--- config.mk ---
export PLATFORM = sky130hd
export DESIGN_NAME = vga_pixel_gen
export DESIGN_NICKNAME = d
export VERILOG_FILES = /design/src/rtl/vga_pixel_gen.sv
export SDC_FILE = /design/constraint.sdc
export NUM_CORES = 1
export LEC_CHECK = 0
export CAP_MARGIN = 20
export CORE_ASPECT_RATIO = 1.5
export CORE_MARGIN = 3
export CORE_UTILIZATION = 50
export DETAILED_ROUTE_END_ITERATION = 10
export GPL_TIMING_DRIVEN = 0
export PLACE_DENSITY_LB_ADDON = 0.15
export SETUP_SLACK_MARGIN = 0.05
export SLEW_MARGIN = 10
export SYNTH_ARGS = -nofsm -noshare
export SYNTH_HDL_FRONTEND = slang
export SYNTH_SLANG_ARGS = --single-unit
--- constraint.sdc ---
create_clock -name i_clk -period 4.3 [get_ports i_clk]
set_input_delay 0.645 -clock i_clk [delete_from_list [all_inputs] [get_ports i_clk]]
set_output_delay 0.645 -clock i_clk [all_outputs]
set_load 0.005 [all_outputs]
--- src/rtl/vga_pixel_gen.sv ---
// vga_pixel_gen: bouncing-box colour stage with 1-pixel re-timed sync/enable outputs.
// Optional 64-pixel grid overlay under the box when VGA_GRID_OVERLAY_EN is defined.
module vga_pixel_gen #(
    parameter int         H_ACTIVE = 640,
    parameter int         V_ACTIVE = 480,
    parameter int         BOX_SIZE = 32,
    parameter int         STEP     = 2,
    parameter int         INIT_X   = 304,
    parameter int         INIT_Y   = 224,
    parameter logic [7:0] BOX_R    = 8'd255,
    parameter logic [7:0] BOX_G    = 8'd35,
    parameter logic [7:0] BOX_B    = 8'd25,
    parameter logic [7:0] BG_R     = 8'd0,
    parameter logic [7:0] BG_G     = 8'd0,
    parameter logic [7:0] BG_B     = 8'd64
) (
    input  logic       i_clk,
    input  logic       i_reset,
    input  logic       i_pix_en,
    input  logic [9:0] i_x,
    input  logic [9:0] i_y,
    input  logic       i_enable,
    input  logic       i_hsync,
    input  logic       i_vsync,
    input  logic       i_freeze,
    output logic [7:0] o_r,
    output logic [7:0] o_g,
    output logic [7:0] o_b,
    output logic       o_hsync,
    output logic       o_vsync,
    output logic       o_enable,
    output logic [7:0] o_frame_cnt
);
    localparam logic [10:0] HA = 11'(H_ACTIVE);
    localparam logic [10:0] VA = 11'(V_ACTIVE);
    localparam logic [10:0] BS = 11'(BOX_SIZE);
    localparam logic [10:0] ST = 11'(STEP);

    logic [9:0]  r_box_x, r_box_y;
    logic        r_left, r_up, r_vsync_q;
    logic        w_tick, w_box, w_grid;
    logic [7:0]  w_r, w_g, w_b;
    logic [10:0] w_nx, w_ny;

    // Returns {new_dir, new_pos}; dir 1 means moving towards 0.
    function automatic logic [10:0] f_step(input logic [9:0] pos, input logic back,
                                           input logic [10:0] lim);
        logic [10:0] p;
        p = {1'b0, pos};
        if (back) return (p <= ST) ? 11'd0 : {1'b1, pos - ST[9:0]};
        return (p + BS + ST >= lim) ? {1'b1, 10'(lim - BS)} : {1'b0, pos + ST[9:0]};
    endfunction

    assign w_box = ({1'b0, i_x} >= {1'b0, r_box_x}) && ({1'b0, i_x} < {1'b0, r_box_x} + BS) &&
                   ({1'b0, i_y} >= {1'b0, r_box_y}) && ({1'b0, i_y} < {1'b0, r_box_y} + BS);
`ifdef VGA_GRID_OVERLAY_EN
    assign w_grid = (i_x[5:0] == 6'd0) || (i_y[5:0] == 6'd0);
`else
    assign w_grid = 1'b0;
`endif
    assign w_tick = r_vsync_q & ~i_vsync;
    assign w_nx   = f_step(r_box_x, r_left, HA);
    assign w_ny   = f_step(r_box_y, r_up, VA);

    always_comb begin
        w_r = !i_enable ? 8'd0 : w_box ? BOX_R : w_grid ? 8'd128 : BG_R;
        w_g = !i_enable ? 8'd0 : w_box ? BOX_G : w_grid ? 8'd128 : BG_G;
        w_b = !i_enable ? 8'd0 : w_box ? BOX_B : w_grid ? 8'd128 : BG_B;
    end

    always_ff @(posedge i_clk) begin
        if (i_reset) begin
            o_r         <= 8'd0;
            o_g         <= 8'd0;
            o_b         <= 8'd0;
            o_hsync     <= 1'b1;
            o_vsync     <= 1'b1;
            o_enable    <= 1'b0;
            o_frame_cnt <= 8'd0;
            r_box_x     <= 10'(INIT_X);
            r_box_y     <= 10'(INIT_Y);
            r_left      <= 1'b0;
            r_up        <= 1'b0;
            r_vsync_q   <= 1'b1;
        end else if (i_pix_en) begin
            o_r       <= w_r;
            o_g       <= w_g;
            o_b       <= w_b;
            o_hsync   <= i_hsync;
            o_vsync   <= i_vsync;
            o_enable  <= i_enable;
            r_vsync_q <= i_vsync;
            if (w_tick) o_frame_cnt <= o_frame_cnt + 8'd1;
            if (w_tick && !i_freeze) begin
                {r_left, r_box_x} <= w_nx;
                {r_up, r_box_y}   <= w_ny;
            end
        end
    end
endmodule

==> flow_summary_export.csv <==
group,metric,value,unit
drt,firstDrtPassIters,5,
logic_synthesis,synth_cells,437,
setup_path,start_kind,"flip-flop",
cts,clkTransAtPathRegs,0.07,ns
logic_synthesis,synth_edf_count,0,
setup_path,arrival,3.10,ns
die,ios,62,
logic_synthesis,ys_ff_latch,33,
cts,cts_inserted_buffers,5,
timing,worst_pin_slew,0.751,ns
logic_synthesis,ys_top_cells_by_area,"dfxtp_1 20%, ha_1 15%, buf_4 5.5%",
logic_synthesis,synth_area,3380,um^2
timing,max_slew_margin,0.497,
setup_path,crit_chain,"buf_2 > inv_1 > ha_1 > and4_1 > o2111a_1 > or2_2 > a211oi_1 > o211ai_1 > a21oi_1",
die,coreArea,6530,um^2
setup_path,slowest_delay,0.61,ns
cts,clock_latency,0.29,ns
layout,regArea,661,um^2
cts,cts_max_level,2,
grt,overflow,0,
timing,rsz0062_at_grt,"false",
setup_path,crit_fanout,10,
die,die_h,107,um
run,maxCapViolations,0,
drt,wl,9.14,mm
timing,timing.final.crit_share,0.670,
drt,wire_per_inst,15.8,um
timing,layout_min_cycle_time,2.88,ns
logic_synthesis,synth_top_area_share,0.195,
pwr,power.leakage,1.70,nW
cts,cts_root_buf,"clkbuf_8",
timing,clock_skew,0.00626,ns
logic_synthesis,yosysSeqAreaShare,0.195,
status,outcome,"finished clean",
timing,tns,0,ns
cts,cts_resized,0,
grt,grt_use_total,0.235,
setup_path,required,4.51,ns
layout,diodes,0,
cts,cts.path.max_buffers,2,
layout,final_core_util,0.628,
die,die_w,73.2,um
layout,final_nets,568,
worst_hold_path,hold_path.class,"flip-flop to flip-flop",
drt,dr.first_iter.drc_count,228,
cts,postCtsSetupBuffers,0,
logic_synthesis,synthFlopType,"dfxtp_1",
die,row_count,36,
setup_path,crit_type,"flip-flop to flip-flop",
pwr,ir_drop,0.000211,V
place,dp_hpwl,7.21,mm
place,gp_congestion,0.935,
drt,num_vias,3450,
place,port_buffers,48,
layout,area_growth,21.3,%
layout,drive_gt1_frac,0.118,
cts,cts-hold-fix-buffers,0,
logic_synthesis,async_reset_ff_frac,0,
layout,multi_input_area,2370,um^2
grt,grt_pass1_wl,14.9,mm
drt,remaining_drc_errors,0,
grt,grt_start_max_net_pins,16,
timing,fmax,347,MHz
grt,first_global_vias,3227,
setup_path,slowest_stage,"a211oi_1",
timing,setup_violations,0,
drt,antenna_left,0,
grt,antenna_found_initial,0,
drt,vias_per_cell,5.98,
die,dieArea,7810,um^2
setup_path,cp-end-kind,"flip-flop",
logic_synthesis,synth_cell_types,65,
cts,cts_tree,"built",
logic_synthesis,syn_avg_cell_area,7.74,um^2
layout,fillers,600,
die,start_util,0.518,
cts,cts.sinks,33,
timing,final_max_slew_viol_count,0,
logic_synthesis,synth_area_leader_cell,"dfxtp_1",
timing,finalHoldWorstSlack,0.490,ns
timing,hold_violations,0,
pwr,p_per_area,201,nW/um^2
logic_synthesis,yosys_warnings,0,
## registers in the layout (all words and copies together) (netlist names)
signal	cells
o_hsync	1
o_enable	1
r_box_y	9
r_box_x	9
r_vsync_q	1
o_r	1
o_frame_cnt	8
r_left	1
r_up	1
o_b	1
## routing by layer
layer,routed length (um),track usage,vias up
met4,284,0.0923,0
met1,3470,0.257,1585
met2,4900,0.439,137
met5,0,0,-
met3,487,0.0300,26
li1,-,-,1702
## synth_stat cells, drive strengths merged, types with 4 or more instances
library cell,number
ha,41
buf,37
dfxtp,33
nand2,32
nor2,30
o21ai,27
inv,26
a21oi,24
nor3,20
nand3,17
xnor2,11
clkbuf,9
a31oi,8
nand4,8
and3,6
nand2b,6
nor2b,6
o31ai,6
xor2,6
a211oi,5
a21o,5
a221oi,5
nand4b,4
nor4,4
o211ai,4
## through the flow
stage               power (mW)  cell area, um^2  setup slack, ns  cells
floorplan                0.450             3410             1.90    445
global placement         0.515             3990             1.23    569
global route             0.864             4100             1.23    577
finish                   0.824             4100             1.42    577
CTS                      0.827             4100             1.44    577
detailed placement       0.520             3990             1.23    569
## placed cells by master (no fill, tap or decap), types with 5 or more instances in the layout
master,n
a21o_1,5
nand2_1,32
o21ai_0,24
buf_4,25
xnor2_1,11
clkbuf_1,10
clkdlybuf4s50_1,48
nor3_1,19
and3_1,6
conb_1,9
inv_1,26
nor2_1,30
dfxtp_1,33
buf_2,11
xor2_1,6
ha_1,41
a211oi_1,5
a21oi_1,24
o31ai_1,6
clkbuf_8,6
nand4_1,8
a31oi_1,8
nor2b_1,6
a221oi_1,5
nand2b_1,6
nand3_1,16
## area by class of cell
class	instances	share of cell area
clock inverter	1	0.00732
multi-input combinational	340	0.577
inverter	26	0.0238
timing repair buffer	48	0.117
clock buffer	7	0.0210
tap	76	0.0232
sequential	33	0.161
buffer	46	0.0701
## report_power, final
part | leakage (nW) | total, mW | switching, mW | internal, mW
sequential | 0.268 | 0.324 | 0.00974 | 0.315
clock | 0.0585 | 0.309 | 0.120 | 0.189
combinational | 1.37 | 0.190 | 0.0986 | 0.0913
## path summary, 6_finish.rpt
| kind | startpoint | endpoint | slack, ns | cells after the start |
|---|---|---|---|---|
| max | r_box_x[5]$_SDFFE_PP1P_ | r_box_x[1]$_SDFFE_PP0P_ | 1.42 | 9 |
| min | o_enable$_SDFFE_PP0P_ | o_enable$_SDFFE_PP0P_ | 0.49 | 2 |
| max reg2reg | r_box_x[5]$_SDFFE_PP1P_ | r_box_x[1]$_SDFFE_PP0P_ | 1.42 | 9 |
| min reg2reg | o_enable$_SDFFE_PP0P_ | o_enable$_SDFFE_PP0P_ | 0.49 | 2 |
## critical path, delay by kind of cell, from the launching register on
kind,cells,cell delay [ns]
adder cells (fa/ha/maj),1,0.22
buffers and inverters,2,0.43
flip-flops,1,0.41
AND/OR/NAND/NOR,2,0.52
AO/OA/AOI/OAI,4,1.22
## cell families after synthesis
group,share of synthesized area
XOR/XNOR,0.0440
adder cells (fa/ha/maj),0.152
AND/OR/NAND/NOR,0.228
flip-flops,0.195
other,0.00111
AO/OA/AOI/OAI,0.252
buffers and inverters,0.114
multiplexers,0.0133
Note: power is estimated with default switching activity, not from simulation.
